`src/rtl/prv_trap_ctrl_if.sv`:
```
`default_nettype none
// +------------------------------------------------------------------+
// | prv_trap_ctrl_if : trap flags, CSR inputs and redirect outputs   |
// | rev 1.0                                                          |
// +------------------------------------------------------------------+
interface prv_trap_ctrl_if;
  logic        fault_insn;
  logic        mal_insn;
  logic        illegal_insn;
  logic        fault_l;
  logic        mal_l;
  logic        fault_s;
  logic        mal_s;
  logic        breakpoint;
  logic        env;
  logic        ret;
  logic        timer_int;
  logic        soft_int;
  logic        ext_int;
  logic        mie_global;
  logic [31:0] epc;
  logic [31:0] badaddr;
  logic        pipe_clear;
  logic [31:0] mtvec;
  logic [31:0] mepc_r;
  logic [31:0] priv_pc;
  logic        insert_pc;
  logic        intr;
  logic        trap_we;
  logic [31:0] mcause;
  logic [31:0] mepc;
  logic [31:0] mtval;

  // master is the hazard/CSR side, slave is the trap controller
  modport master (
    output fault_insn, mal_insn, illegal_insn, fault_l, mal_l, fault_s, mal_s,
           breakpoint, env, ret, timer_int, soft_int, ext_int, mie_global,
           epc, badaddr, pipe_clear, mtvec, mepc_r,
    input  priv_pc, insert_pc, intr, trap_we, mcause, mepc, mtval
  );

  modport slave (
    input  fault_insn, mal_insn, illegal_insn, fault_l, mal_l, fault_s, mal_s,
           breakpoint, env, ret, timer_int, soft_int, ext_int, mie_global,
           epc, badaddr, pipe_clear, mtvec, mepc_r,
    output priv_pc, insert_pc, intr, trap_we, mcause, mepc, mtval
  );
endinterface
`default_nettype wire

```
`src/rtl/prv_trap_ctrl.sv`:
```
`default_nettype none
// +------------------------------------------------------------------+
// | prv_trap_ctrl : machine-mode trap entry and MRET redirect FSM    |
// | rev 1.0                                                          |
// +------------------------------------------------------------------+
module prv_trap_ctrl #(
  parameter int unsigned VECTORED_EN = 1
) (
  input  logic           clk,
  input  logic           rst,
  prv_trap_ctrl_if.slave bus
);
  localparam bit c_VECTORED = (VECTORED_EN != 0);

  typedef enum logic [1:0] {
    S_IDLE       = 2'd0,
    S_WAIT_CLEAR = 2'd1,
    S_REDIRECT   = 2'd2
  } state_t;

  state_t      r_state;
  state_t      w_next;
  logic        w_exc;
  logic        w_int_ok;
  logic        w_take;
  logic [3:0]  w_code;
  logic [31:0] w_tval;
  logic [31:0] w_base;
  logic [31:0] w_target;
  logic        w_trap_we;
  logic        w_insert_pc;
  logic        w_intr;
  logic        r_is_trap;
  logic [31:0] r_target;
  logic [31:0] r_mcause;
  logic [31:0] r_mepc;
  logic [31:0] r_mtval;

  // Cause selection: exceptions first, then interrupts, each in priority order
  always_comb begin
    w_exc    = bus.breakpoint | bus.fault_insn | bus.mal_insn | bus.illegal_insn |
               bus.mal_l | bus.mal_s | bus.fault_l | bus.fault_s | bus.env;
    w_int_ok = bus.mie_global & ~w_exc & (bus.ext_int | bus.soft_int | bus.timer_int);
    w_take   = w_exc | w_int_ok;
    w_code   = 4'd0;
    w_tval   = 32'd0;
    if (bus.breakpoint) begin
      w_code = 4'd3;
      w_tval = bus.epc;
    end else if (bus.fault_insn) begin
      w_code = 4'd1;
      w_tval = bus.badaddr;
    end else if (bus.mal_insn) begin
      w_code = 4'd0;
      w_tval = bus.badaddr;
    end else if (bus.illegal_insn) begin
      w_code = 4'd2;
    end else if (bus.mal_l) begin
      w_code = 4'd4;
      w_tval = bus.badaddr;
    end else if (bus.mal_s) begin
      w_code = 4'd6;
      w_tval = bus.badaddr;
    end else if (bus.fault_l) begin
      w_code = 4'd5;
      w_tval = bus.badaddr;
    end else if (bus.fault_s) begin
      w_code = 4'd7;
      w_tval = bus.badaddr;
    end else if (bus.env) begin
      w_code = 4'd11;
    end else if (bus.ext_int) begin
      w_code = 4'd11;
    end else if (bus.soft_int) begin
      w_code = 4'd3;
    end else if (bus.timer_int) begin
      w_code = 4'd7;
    end
    w_base   = {bus.mtvec[31:2], 2'b00};
    w_target = (c_VECTORED && (bus.mtvec[1:0] == 2'b01) && w_int_ok)
             ? (w_base + {26'd0, w_code, 2'b00}) : w_base;
  end

  always_ff @(posedge clk) begin
    if (rst) begin
      r_state <= S_IDLE;
    end else begin
      r_state <= w_next;
    end
  end

  always_comb begin
    w_next      = r_state;
    w_trap_we   = 1'b0;
    w_insert_pc = 1'b0;
    w_intr      = 1'b0;
    case (r_state)
      S_IDLE: begin
        if (w_take) begin
          w_trap_we = 1'b1;
          w_next    = S_WAIT_CLEAR;
        end else if (bus.ret) begin
          w_next = S_WAIT_CLEAR;
        end
      end
      S_WAIT_CLEAR: begin
        w_intr = r_is_trap;
        if (bus.pipe_clear) begin
          w_next = S_REDIRECT;
        end
      end
      S_REDIRECT: begin
        w_intr      = r_is_trap;
        w_insert_pc = 1'b1;
        w_next      = S_IDLE;
      end
      default: begin
        w_next = S_IDLE;
      end
    endcase
  end

  always_ff @(posedge clk) begin
    if (rst) begin
      r_is_trap <= 1'b0;
      r_target  <= 32'd0;
      r_mcause  <= 32'd0;
      r_mepc    <= 32'd0;
      r_mtval   <= 32'd0;
    end else if (w_trap_we) begin
      r_is_trap <= 1'b1;
      r_target  <= w_target;
      r_mcause  <= {w_int_ok, 27'd0, w_code};
      r_mepc    <= bus.epc;
      r_mtval   <= w_tval;
    end else if ((r_state == S_IDLE) && bus.ret) begin
      r_is_trap <= 1'b0;
      r_target  <= bus.mepc_r;
    end
  end

  // A sampled reset must not leak a CSR write strobe from active inputs
  assign bus.trap_we   = w_trap_we & ~rst;
  assign bus.insert_pc = w_insert_pc;
  assign bus.intr      = w_intr;
  assign bus.priv_pc   = r_target;
  assign bus.mcause    = r_mcause;
  assign bus.mepc      = r_mepc;
  assign bus.mtval     = r_mtval;
endmodule
`default_nettype wire
```
`src/flat_wrapper.sv`:
```
// flat-port wrapper written by rule: the top's interface ports become plain ports
module prv_trap_ctrl_flat 
#(
  parameter int unsigned VECTORED_EN = 1
)
  (clk, rst, bus_fault_insn, bus_mal_insn, bus_illegal_insn, bus_fault_l, bus_mal_l, bus_fault_s, bus_mal_s, bus_breakpoint, bus_env, bus_ret, bus_timer_int, bus_soft_int, bus_ext_int, bus_mie_global, bus_epc, bus_badaddr, bus_pipe_clear, bus_mtvec, bus_mepc_r, bus_priv_pc, bus_insert_pc, bus_intr, bus_trap_we, bus_mcause, bus_mepc, bus_mtval);
  prv_trap_ctrl_if bus_i ();
  input  logic clk;
  input  logic rst;
  input wire logic [$bits(bus_i.fault_insn)-1:0] bus_fault_insn;
  input wire logic [$bits(bus_i.mal_insn)-1:0] bus_mal_insn;
  input wire logic [$bits(bus_i.illegal_insn)-1:0] bus_illegal_insn;
  input wire logic [$bits(bus_i.fault_l)-1:0] bus_fault_l;
  input wire logic [$bits(bus_i.mal_l)-1:0] bus_mal_l;
  input wire logic [$bits(bus_i.fault_s)-1:0] bus_fault_s;
  input wire logic [$bits(bus_i.mal_s)-1:0] bus_mal_s;
  input wire logic [$bits(bus_i.breakpoint)-1:0] bus_breakpoint;
  input wire logic [$bits(bus_i.env)-1:0] bus_env;
  input wire logic [$bits(bus_i.ret)-1:0] bus_ret;
  input wire logic [$bits(bus_i.timer_int)-1:0] bus_timer_int;
  input wire logic [$bits(bus_i.soft_int)-1:0] bus_soft_int;
  input wire logic [$bits(bus_i.ext_int)-1:0] bus_ext_int;
  input wire logic [$bits(bus_i.mie_global)-1:0] bus_mie_global;
  input wire logic [$bits(bus_i.epc)-1:0] bus_epc;
  input wire logic [$bits(bus_i.badaddr)-1:0] bus_badaddr;
  input wire logic [$bits(bus_i.pipe_clear)-1:0] bus_pipe_clear;
  input wire logic [$bits(bus_i.mtvec)-1:0] bus_mtvec;
  input wire logic [$bits(bus_i.mepc_r)-1:0] bus_mepc_r;
  output wire logic [$bits(bus_i.priv_pc)-1:0] bus_priv_pc;
  output wire logic [$bits(bus_i.insert_pc)-1:0] bus_insert_pc;
  output wire logic [$bits(bus_i.intr)-1:0] bus_intr;
  output wire logic [$bits(bus_i.trap_we)-1:0] bus_trap_we;
  output wire logic [$bits(bus_i.mcause)-1:0] bus_mcause;
  output wire logic [$bits(bus_i.mepc)-1:0] bus_mepc;
  output wire logic [$bits(bus_i.mtval)-1:0] bus_mtval;
  assign bus_i.fault_insn = bus_fault_insn;
  assign bus_i.mal_insn = bus_mal_insn;
  assign bus_i.illegal_insn = bus_illegal_insn;
  assign bus_i.fault_l = bus_fault_l;
  assign bus_i.mal_l = bus_mal_l;
  assign bus_i.fault_s = bus_fault_s;
  assign bus_i.mal_s = bus_mal_s;
  assign bus_i.breakpoint = bus_breakpoint;
  assign bus_i.env = bus_env;
  assign bus_i.ret = bus_ret;
  assign bus_i.timer_int = bus_timer_int;
  assign bus_i.soft_int = bus_soft_int;
  assign bus_i.ext_int = bus_ext_int;
  assign bus_i.mie_global = bus_mie_global;
  assign bus_i.epc = bus_epc;
  assign bus_i.badaddr = bus_badaddr;
  assign bus_i.pipe_clear = bus_pipe_clear;
  assign bus_i.mtvec = bus_mtvec;
  assign bus_i.mepc_r = bus_mepc_r;
  assign bus_priv_pc = bus_i.priv_pc;
  assign bus_insert_pc = bus_i.insert_pc;
  assign bus_intr = bus_i.intr;
  assign bus_trap_we = bus_i.trap_we;
  assign bus_mcause = bus_i.mcause;
  assign bus_mepc = bus_i.mepc;
  assign bus_mtval = bus_i.mtval;
  prv_trap_ctrl #(.VECTORED_EN(VECTORED_EN)) u_core (.clk(clk), .rst(rst), .bus(bus_i));
endmodule
```
`config.mk`:
```
export PLATFORM = sky130hd
export DESIGN_NAME = prv_trap_ctrl_flat
export DESIGN_NICKNAME = d
export VERILOG_FILES = /design/src/rtl/prv_trap_ctrl_if.sv /design/src/rtl/prv_trap_ctrl.sv /design/src/flat_wrapper.sv
export SDC_FILE = /design/constraint.sdc
export NUM_CORES = 1
export LEC_CHECK = 0
export BUFFER_PORTS_ARGS = -buffer_cell sky130_fd_sc_hd__buf_2
export CAP_MARGIN = 25
export CORE_MARGIN = 10
export CORE_UTILIZATION = 46
export DETAILED_ROUTE_END_ITERATION = 12
export HOLD_SLACK_MARGIN = 0.05
export PLACE_DENSITY_LB_ADDON = 0.15
export SYNTH_ARGS = -nofsm -noshare
export SYNTH_HDL_FRONTEND = slang
export SYNTH_SLANG_ARGS = --single-unit
```
`constraint.sdc`:
```
create_clock -name clk -period 3.5 [get_ports clk]
set_input_delay 0.35 -clock clk [delete_from_list [all_inputs] [get_ports clk]]
set_output_delay 0.35 -clock clk [all_outputs]
set_load 0.02 [all_outputs]
```
==> results.toml <==
[run_status]
outcome = "finished, final reports clean"

[logic_synthesis]
synth.distinct_cells = 59
ys_async_sr_fraction_pct = 0
synth_area_leaders = "dfxtp_1, nand2_1, nor3_1"
synthCells = 660
synth_xor_xnor_area_share_pct = 1.82
synth_flop_cell = "dfxtp_1"
synth_top_family_by_area = "simple AND/OR/NAND/NOR gates"
yosys_warnings = 0
synthAdderAreaFrac_pct = 2.27
synth_edf_count = 0
synth_mux_area_share_pct = 1.02
synth_area_um2 = 5300
yosysSeqAreaShare_pct = 39.3
ys_seq_elements = 104
synth.top_cell.area_share_pct = 39.3
yosys.area.top_type = "dfxtp_1"
synthSimpleGateAreaFrac_pct = 24.1
avgSynthCellArea_um2 = 8.03
synth-compound-area-share_pct = 21.9

[timing]
period_minus_slack_ns = 2.95
worst_slew_pin_slew_ns = 0.710
grt_setup_unrepaired = "no"
finalHoldViolCount = 0
hold-worst-slack_ns = 0.244
timing.final.crit_share_pct = 84.4
fin_skew_ns = 0.00570
setup_tns_ns = 0
maxSlewViolCount = 0
slew_headroom_pct = 52.7
fmax_mhz = 338
setup_viol_count_final = 0

[grt]
grt_pass1_wl_um = 29800
track_usage_pct = 22.3
grt_pass1_vias = 5812
grt.overflow.total = 0
antenna_found_initial = 2
grt_max_degree = 46

[critical_path]
worstSetupEndpointType = "output port"
rr_endpoint = "u_core.bus.priv_pc[10]$_SDFFE_PP0P_"
rrSetupSlack_ns = 1.31
r2r_start = "u_core.r_state[1]$_SDFFE_PP0P_"
critPathLaunchType = "primary input"
worstPathArrival_ns = 2.60
cp.required_ns = 3.15
worstRegToRegCells = 6
worstSetupPathType = "in2out"
cp_max_fo = 21

[place]
place_area_um2 = 6500
hpwl_um = 14800
gp_congestion = 0.867
portBuffers = 248
numPlacedInstances = 1012

[detailed_routing]
num_vias = 5742
dr.pass1.iters = 7
detail-route-antenna-nets = 0
drc = 0
via_per_inst = 5.58
wl_per_cell_um = 18.6
drt_iter0_markers = 500
totalWireLength_um = 19200

[clock_network]
insertion_delay_ns = 0.35
cts_tree = "built"
post-cts-setup-buffers = 0
cts_sinks = 104
clk_path_buf_depth = 2
cts_hold_buf = 0
clk_pin_slew_ns = 0.07
postCtsResizedCells = 0
h-tree-depth = 3
cts_root_buffer = "clkbuf_16"
numCtsBuffers = 9

[floorplanning]
rows = 39
fp.dieW_um = 127
die_h_um = 127
io_pins = 276
dieArea_um2 = 16200
floorplan.initialDensity_pct = 46.6
core_um2 = 11400

[min_path]
min_path_type = "in2reg"
min-delay-start = "bus_epc[5]"
whs_endpoint = "u_core.bus.mepc[5]$_SDFFE_PP0P_"
hold_depth = 3

[power_and_ir_drop]
p_leak_nw = 3.13
finalPower_mw = 3.36
p_per_area_nw_per_um2 = 494
ir_drop_mv = 0.428

[final_layout]
mostFrequentLayoutCell = "buf_2"
mostFrequentLayoutCells = "buf_2, dfxtp_1, nand2_1"
area.growth.synth_to_final_pct = 28.1
drive_above_1_share_pct = 33.1
final_area_um2 = 6790
finalNetCount = 1034
stdcell_count = 1029

[run]
maxCapViolations = 0
## layer usage
metal | part of all wire (%) | global-route usage, % | up-vias
met3 | 10 | 9.59 | 36
met5 | 0.068 | 0 | -
li1 | - | - | 2793
met4 | 1.9 | 6.97 | 2
met2 | 50 | 38.3 | 251
met1 | 38 | 24.4 | 2660
## worst max-delay path, stage by stage
cell     delay (ns)
buf_2          0.11
or4_1          0.61
or4b_1         0.73
nand2_2        0.51
nor2_1         0.09
buf_2          0.18
## flip-flops by register name, summed over array words and instances, names as in the netlist
| name | count |
|---|---|
| u_core.r_is_trap | 1 |
| u_core.r_state | 2 |
| u_core.bus.mtval | 32 |
| u_core.bus.mepc | 32 |
| u_core.bus.mcause | 5 |
| u_core.bus.priv_pc | 32 |
## report_power, final
part	internal, mW	switching [mW]
Clock	0.527	0.455
Sequential	1.33	0.0717
Combinational	0.340	0.637
Total	2.19	1.16
## layout make-up
cell class | count | area, um^2
clock buffer | 13 | 260
antenna | 1 | 2.50
fill | 1060 | 4580
timing repair buffer | 263 | 1370
sequential | 104 | 2080
multi-input combinational | 489 | 2820
tap | 143 | 179
clock inverter | 3 | 26.3
inverter | 13 | 48.8
## worst max-delay path by stage
stage           startpoint                             endpoint  slack (ns)
2_1_floorplan    bus_mal_s  u_core.bus.priv_pc[10]$_SDFFE_PP0P_        0.70
3_3_place_gp     bus_mal_s  u_core.bus.priv_pc[10]$_SDFFE_PP0P_        0.46
3_5_place_dp     bus_mal_s  u_core.bus.priv_pc[10]$_SDFFE_PP0P_        0.31
4_1_cts        bus_fault_s                          bus_trap_we        0.56
5_1_grt        bus_fault_s  u_core.bus.priv_pc[23]$_SDFFE_PP0P_        0.40
6_report       bus_fault_s                          bus_trap_we        0.55
## through the flow
| step | setup slack [ns] | utilization [%] |
|---|---|---|
| 6_report | 0.545 | 59.7 |
| 3_5_place_dp | 0.315 | 57.2 |
| 2_1_floorplan | 0.696 | - |
| 3_3_place_gp | 0.456 | 57.2 |
| 5_1_grt | 0.396 | 59.7 |
| 4_1_cts | 0.558 | 59.7 |
## synth_stat cells, drive strengths merged, types with 3 or more instances
master,number
nand2,89
a21oi,54
dfxtp,104
o31ai,5
inv,13
o21a,11
o21ai,13
ha,8
a221oi,36
a31o,4
nand4,10
and2,3
o221ai,9
nor2,57
or4,8
a31oi,4
nand3,20
clkbuf,32
nor3,66
o211ai,13
mux2,3
buf,48
xnor2,9
nor4,6
## logic make-up after synthesis
kind of cell               count (synthesis)
AOI/OAI and AO/OA                        165
xor gates and xnor gates                  11
adders and majority gates                  9
buffers and inverters                     93
DFF                                      104
muxes                                      5
other                                      1
and+or+nand+nor                          272
Power figures use the tool's default switching activity.
